$ cat src/rtl/pipe_stage_reg_pkg.sv
// Shared definitions for the pipeline stage registers (IF/ID, ID/EX, EX/MEM, MEM/WB).
package pipe_pkg;

  localparam int DEF_DATA_W = 96;
  localparam int DEF_CTRL_W = 18;

  typedef enum logic [1:0] {
    EMPTY = 2'd0,
    ONE   = 2'd1,
    FULL  = 2'd2
  } state_e;

  function automatic logic [1:0] occ_of(state_e s);
    case (s)
      ONE:     occ_of = 2'd1;
      FULL:    occ_of = 2'd2;
      default: occ_of = 2'd0;
    endcase
  endfunction

endpackage

$ cat src/rtl/pipe_stage_reg_if.sv
// Upstream/downstream handshake bundle of one pipeline stage register.
interface pipe_stage_reg_if #(
  parameter int DATA_W = pipe_pkg::DEF_DATA_W,
  parameter int CTRL_W = pipe_pkg::DEF_CTRL_W
) ();
  logic              in_valid;
  logic              in_ready;
  logic [DATA_W-1:0] in_data;
  logic [CTRL_W-1:0] in_ctrl;
  logic              flush;
  logic              out_valid;
  logic              out_ready;
  logic [DATA_W-1:0] out_data;
  logic [CTRL_W-1:0] out_ctrl;
  logic [1:0]        occupancy;

  modport master (
    output in_valid, in_data, in_ctrl, flush, out_ready,
    input  in_ready, out_valid, out_data, out_ctrl, occupancy
  );

  modport slave (
    input  in_valid, in_data, in_ctrl, flush, out_ready,
    output in_ready, out_valid, out_data, out_ctrl, occupancy
  );
endinterface

$ cat src/rtl/pipe_stage_reg.sv
// Two-entry skid-buffered pipeline register: main entry drives the outputs,
// skid entry absorbs the beat accepted in the cycle downstream stalls.
module pipe_stage_reg
  import pipe_pkg::*;
#(
  parameter int DATA_W = DEF_DATA_W,
  parameter int CTRL_W = DEF_CTRL_W
) (
  input  logic            Clk,
  input  logic            Reset,
  pipe_stage_reg_if.slave bus
);

  state_e            r_state;
  logic [1:0]        r_occ;
  logic [DATA_W-1:0] r_main_data;
  logic [CTRL_W-1:0] r_main_ctrl;
  logic [DATA_W-1:0] r_skid_data;
  logic [CTRL_W-1:0] r_skid_ctrl;

  state_e w_state;
  state_e w_next;
  logic   w_in_ready;
  logic   w_out_valid;
  logic   w_accept;
  logic   w_fire;
  logic   w_ld_main_in;
  logic   w_ld_main_skid;
  logic   w_ld_skid;

  // Unused encoding 2'd3 is treated as EMPTY everywhere.
  always_comb begin
    w_state     = ((r_state == ONE) || (r_state == FULL)) ? r_state : EMPTY;
    w_in_ready  = (w_state != FULL);
    w_out_valid = (w_state != EMPTY);
    w_accept    = bus.in_valid & w_in_ready;
    w_fire      = w_out_valid & bus.out_ready;
  end

  always_comb begin
    w_next         = w_state;
    w_ld_main_in   = 1'b0;
    w_ld_main_skid = 1'b0;
    w_ld_skid      = 1'b0;
    case (w_state)
      EMPTY: begin
        if (w_accept) begin
          w_next       = ONE;
          w_ld_main_in = 1'b1;
        end
      end
      ONE: begin
        if (w_accept && w_fire) begin
          w_ld_main_in = 1'b1;
        end else if (w_accept) begin
          w_next    = FULL;
          w_ld_skid = 1'b1;
        end else if (w_fire) begin
          w_next = EMPTY;
        end
      end
      FULL: begin
        if (w_fire) begin
          w_next         = ONE;
          w_ld_main_skid = 1'b1;
        end
      end
      default: w_next = EMPTY;
    endcase
    // Flush drops the incoming beat; a simultaneous fire has already been consumed downstream.
    if (bus.flush) begin
      w_next         = EMPTY;
      w_ld_main_in   = 1'b0;
      w_ld_main_skid = 1'b0;
      w_ld_skid      = 1'b0;
    end
  end

  always_ff @(posedge Clk or posedge Reset) begin
    if (Reset) begin
      r_state <= EMPTY;
      r_occ   <= 2'd0;
    end else begin
      r_state <= w_next;
      r_occ   <= occ_of(w_next);
    end
  end

  always_ff @(posedge Clk or posedge Reset) begin
    if (Reset) begin
      r_main_data <= '0;
      r_main_ctrl <= '0;
      r_skid_data <= '0;
      r_skid_ctrl <= '0;
    end else begin
      if (w_ld_main_in) begin
        r_main_data <= bus.in_data;
        r_main_ctrl <= bus.in_ctrl;
      end else if (w_ld_main_skid) begin
        r_main_data <= r_skid_data;
        r_main_ctrl <= r_skid_ctrl;
      end
      if (w_ld_skid) begin
        r_skid_data <= bus.in_data;
        r_skid_ctrl <= bus.in_ctrl;
      end
    end
  end

  assign bus.in_ready  = w_in_ready;
  assign bus.out_valid = w_out_valid;
  assign bus.out_data  = r_main_data;
  assign bus.out_ctrl  = w_out_valid ? r_main_ctrl : '0;
  assign bus.occupancy = r_occ;

endmodule

$ cat src/flat_wrapper.sv
// flat-port wrapper written by rule: the top's interface ports become plain ports
module pipe_stage_reg_flat import pipe_pkg::*;
#(
  parameter int DATA_W = DEF_DATA_W,
  parameter int CTRL_W = DEF_CTRL_W
)
  (Clk, Reset, bus_in_valid, bus_in_data, bus_in_ctrl, bus_flush, bus_out_ready, bus_in_ready, bus_out_valid, bus_out_data, bus_out_ctrl, bus_occupancy);
  pipe_stage_reg_if #(.DATA_W(DATA_W), .CTRL_W(CTRL_W)) bus_i ();
  input  logic Clk;
  input  logic Reset;
  input wire logic [$bits(bus_i.in_valid)-1:0] bus_in_valid;
  input wire logic [$bits(bus_i.in_data)-1:0] bus_in_data;
  input wire logic [$bits(bus_i.in_ctrl)-1:0] bus_in_ctrl;
  input wire logic [$bits(bus_i.flush)-1:0] bus_flush;
  input wire logic [$bits(bus_i.out_ready)-1:0] bus_out_ready;
  output wire logic [$bits(bus_i.in_ready)-1:0] bus_in_ready;
  output wire logic [$bits(bus_i.out_valid)-1:0] bus_out_valid;
  output wire logic [$bits(bus_i.out_data)-1:0] bus_out_data;
  output wire logic [$bits(bus_i.out_ctrl)-1:0] bus_out_ctrl;
  output wire logic [$bits(bus_i.occupancy)-1:0] bus_occupancy;
  assign bus_i.in_valid = bus_in_valid;
  assign bus_i.in_data = bus_in_data;
  assign bus_i.in_ctrl = bus_in_ctrl;
  assign bus_i.flush = bus_flush;
  assign bus_i.out_ready = bus_out_ready;
  assign bus_in_ready = bus_i.in_ready;
  assign bus_out_valid = bus_i.out_valid;
  assign bus_out_data = bus_i.out_data;
  assign bus_out_ctrl = bus_i.out_ctrl;
  assign bus_occupancy = bus_i.occupancy;
  pipe_stage_reg #(.DATA_W(DATA_W), .CTRL_W(CTRL_W)) u_core (.Clk(Clk), .Reset(Reset), .bus(bus_i));
endmodule
$ cat config.mk
export PLATFORM = sky130hd
export DESIGN_NAME = pipe_stage_reg_flat
export DESIGN_NICKNAME = d
export VERILOG_FILES = /design/src/rtl/pipe_stage_reg_pkg.sv /design/src/rtl/pipe_stage_reg_if.sv /design/src/rtl/pipe_stage_reg.sv /design/src/flat_wrapper.sv
export SDC_FILE = /design/constraint.sdc
export NUM_CORES = 1
export LEC_CHECK = 0
export BUFFER_PORTS_ARGS = -buffer_cell sky130_fd_sc_hd__buf_2
export CAP_MARGIN = 5
export CORE_MARGIN = 2
export CORE_UTILIZATION = 49
export DETAILED_ROUTE_END_ITERATION = 7
export GPL_TIMING_DRIVEN = 1
export HOLD_SLACK_MARGIN = 0.08
export PLACE_DENSITY_LB_ADDON = 0.15
export SLEW_MARGIN = 20
export SYNTH_ARGS = -nofsm -noshare
export SYNTH_HDL_FRONTEND = slang
export SYNTH_SLANG_ARGS = --single-unit
$ cat constraint.sdc
create_clock -name Clk -period 6.83 [get_ports Clk]
set_input_delay 1.0245 -clock Clk [delete_from_list [all_inputs] [get_ports Clk]]
set_output_delay 1.0245 -clock Clk [all_outputs]
set_load 0.005 [all_outputs]
==> impl_metrics.toml <==
[synth]
synth_compound_gate_area_share = 0.06255
synth_cell_type_count = 28
yosysSeqAreaShare = 0.5724
synth_area_sq_um = 10140
synth_top_family_by_area = "multiplexers"
async_reset_ff_frac = 1.000
ys_seq_elements = 232
synth_fa_ha_area_frac = 0.004935
synth-xor-area-share = 0.0008636
synth-simple-area-share = 0.05946
synth_edf_count = 0
syn_nets = 914
synth.area.mux_share = 0.2613
yosysWarnings = 0
synth_ff_type = "dfrtp_1"
synthCells = 791
syn_avg_cell_area_sq_um = 12.82

[timing]
rsz0062_at_grt = "no"
whs_ps = 504.9
fin_crit_ps = 3716
max-slew-margin-rel = 0.3057
max_freq_mhz = 269.1
hold_viol = 0
tightest_slew_ps = 1041
setup_viol = 0
fin_skew_ps = 13.29
tns_ps = 0
drv_slew = 0
post-route-period-util = 0.5441

[clock_tree]
ctsHoldBuffers = 0
cts_root_buf = "clkbuf_16"
post-cts-setup-buffer-count = 0
path_clk_slew_ps = 60
cts_tree = "yes"
clock_latency_ps = 520
clk_path_buf_depth = 3
cts_sinks = 232
cts-resized-gates = 0
cts_made_buffers = 26
htreeDepth = 1

[floorplanning]
core_area_sq_um = 20300
io_pins = 237
start_util = 0.4996
fp.dieW_um = 147.9
num_rows = 52
die_y_um = 147.9
die_area_sq_um = 21870

[worst_setup_path]
cp_max_fo = 60
arrival_ps = 4120
worstPathRequired_ps = 7240
cpMaxStageDelayCell = "buf_4"
r2r-start = "u_core.r_state[0]"
regToRegEndpoint = "u_core.r_skid_data[26]"
crit_chain = "inv_1 > ha_1 > nand2b_2 > nand2_1 > or3_4 > buf_4 > mux2_2"
end_kind = "register"
max_stage_delay_ps = 860
critPathLaunchType = "register"
crit_type = "reg2reg"
reg2reg_setup_slack_ps = 3110
reg2regPathDepth = 7

[run_status]
status = "finished, final reports clean"

[power]
power_density_nw_per_um2 = 419.0
irDropWorstVdd_mv = 0.2306
leakage_nw = 5.684
power_mw = 5.116

[finish]
n_antenna_cell = 0
layout.nets = 1133
drive_gt1_frac = 0.3914
stdcell_count = 1297
area_growth_pct = 20.39

[routing]
num_vias = 6503
ant_nets = 0
drtIter0Drc = 277
wl_um = 21450
first_pass_iters = 6
viasPerCell = 5.014
wire_per_inst_um = 16.54
drc = 0

[worst_hold_path]
holdCritStartpoint = "u_core.r_skid_data[50]"
whs_path_depth = 1
hold_end = "u_core.r_skid_data[50]"
hp-class = "reg2reg"

[place]
portBuffers = 236
gp_congestion = 0.7767
place_inst = 1252
dpl.hpwl_um = 13630

[global_routing]
grt_pass1_vias = 6865
grtUsageTotal = 0.1974
antenna_found_initial = 1
grt_pass1_wl_um = 35260
grt_overflow = 0
grt_max_degree = 139

[run]
maxCapViolations = 0
worst max-delay path by stage:
stage | slack [ps] | to | from | cells after the start
after floorplan | 2770 | u_core.bus.occupancy[0] | Reset | 1
after global placement | 3120 | u_core.r_skid_data[26] | u_core.r_state[0] | 7
after detailed placement | 3070 | u_core.r_skid_data[14] | u_core.r_state[0] | 7
after CTS | 3060 | u_core.r_skid_data[26] | u_core.r_state[0] | 7
after global routing | 2890 | u_core.r_skid_data[15] | u_core.r_state[0] | 7
final | 3110 | u_core.r_skid_data[26] | u_core.r_state[0] | 7
per-layer routing:
layer / global-route usage / up-vias / part of all wire
met4: 0.05476 / 2 / 0.023
met3: 0.05679 / 40 / 0.073
met5: 0 / - / 0.00033
met1: 0.2638 / 3118 / 0.44
met2: 0.3179 / 171 / 0.46
li1: - / 3172 / -
worst max-delay path: cells and delay by family (launching register included):
family                   cells  cell delay (ps)
adder cells (fa/ha/maj)      1              590
buffers and inverters        2              930
multiplexers                 1              420
AND/OR/NAND/NOR              3             1170
flip-flops                   1              370
report_power, final:
part           internal, mW  switching (mW)  total (mW)
logic                 0.813           0.588        1.40
clock network         0.793           0.550        1.34
registers              2.03           0.339        2.37
cells by family after synthesis:
logic type | count (synthesis)
flops | 232
mux | 228
simple gates | 143
compound gates | 124
buf+inv | 59
fa+ha+maj | 4
xor+xnor | 1
state kept, by name, summed over array words and instances (netlist names):
name                  cells
u_core.bus.occupancy      2
u_core.bus.out_data      96
u_core.r_main_ctrl       18
u_core.r_skid_ctrl       18
u_core.r_skid_data       96
u_core.r_state            2
cell type report:
class / count / area, sq um
Fill cell: 1724 / 8089
Clock inverter: 8 / 82.58
Sequential cell: 232 / 5806
Timing Repair Buffer: 244 / 1254
Clock buffer: 37 / 742.0
Multi-Input combinational cell: 500 / 3963
Inverter: 6 / 26.28
Tap cell: 270 / 337.8
stage by stage:
stage / utilization / worst slack, ps / cell area, sq um
after detailed placement: 0.5609 / 3066 / 11390
after CTS: 0.6015 / 3056 / 12210
final: 0.6015 / 3114 / 12210
after global placement: 0.5609 / 3116 / 11390
after global routing: 0.6015 / 2892 / 12210
after floorplan: - / 2770 / 10150
placed cells by master, fill, tap and decap left out, types with 2 or more instances in the layout:
cell type	Yosys	routed
clkbuf_16	0	26
mux2i_1	114	114
inv_1	6	5
a21oi_1	4	4
buf_4	18	7
mux2_4	60	60
o21ai_1	11	11
mux2_2	54	54
clkinv_2	0	5
nor2b_1	18	18
clkbuf_1	12	6
ha_1	4	4
buf_2	15	236
o21ai_0	105	105
nand2b_1	2	2
dfrtp_1	232	232
clkbuf_8	0	5
nand2_1	117	117
Yosys cell counts, types with 6 or more instances:
| cell | number | area [sq um] |
|---|---|---|
| dfrtp_1 | 232 | 5806 |
| nand2_1 | 117 | 439.2 |
| mux2i_1 | 114 | 1141 |
| o21ai_0 | 105 | 525.5 |
| mux2_4 | 60 | 900.9 |
| mux2_2 | 54 | 608.1 |
| buf_4 | 18 | 135.1 |
| nor2b_1 | 18 | 112.6 |
| buf_2 | 15 | 75.07 |
| clkbuf_1 | 12 | 45.04 |
| o21ai_1 | 11 | 55.05 |
| buf_8 | 7 | 105.1 |
| inv_1 | 6 | 22.52 |
No activity file was read; power rests on OpenSTA's default activity.
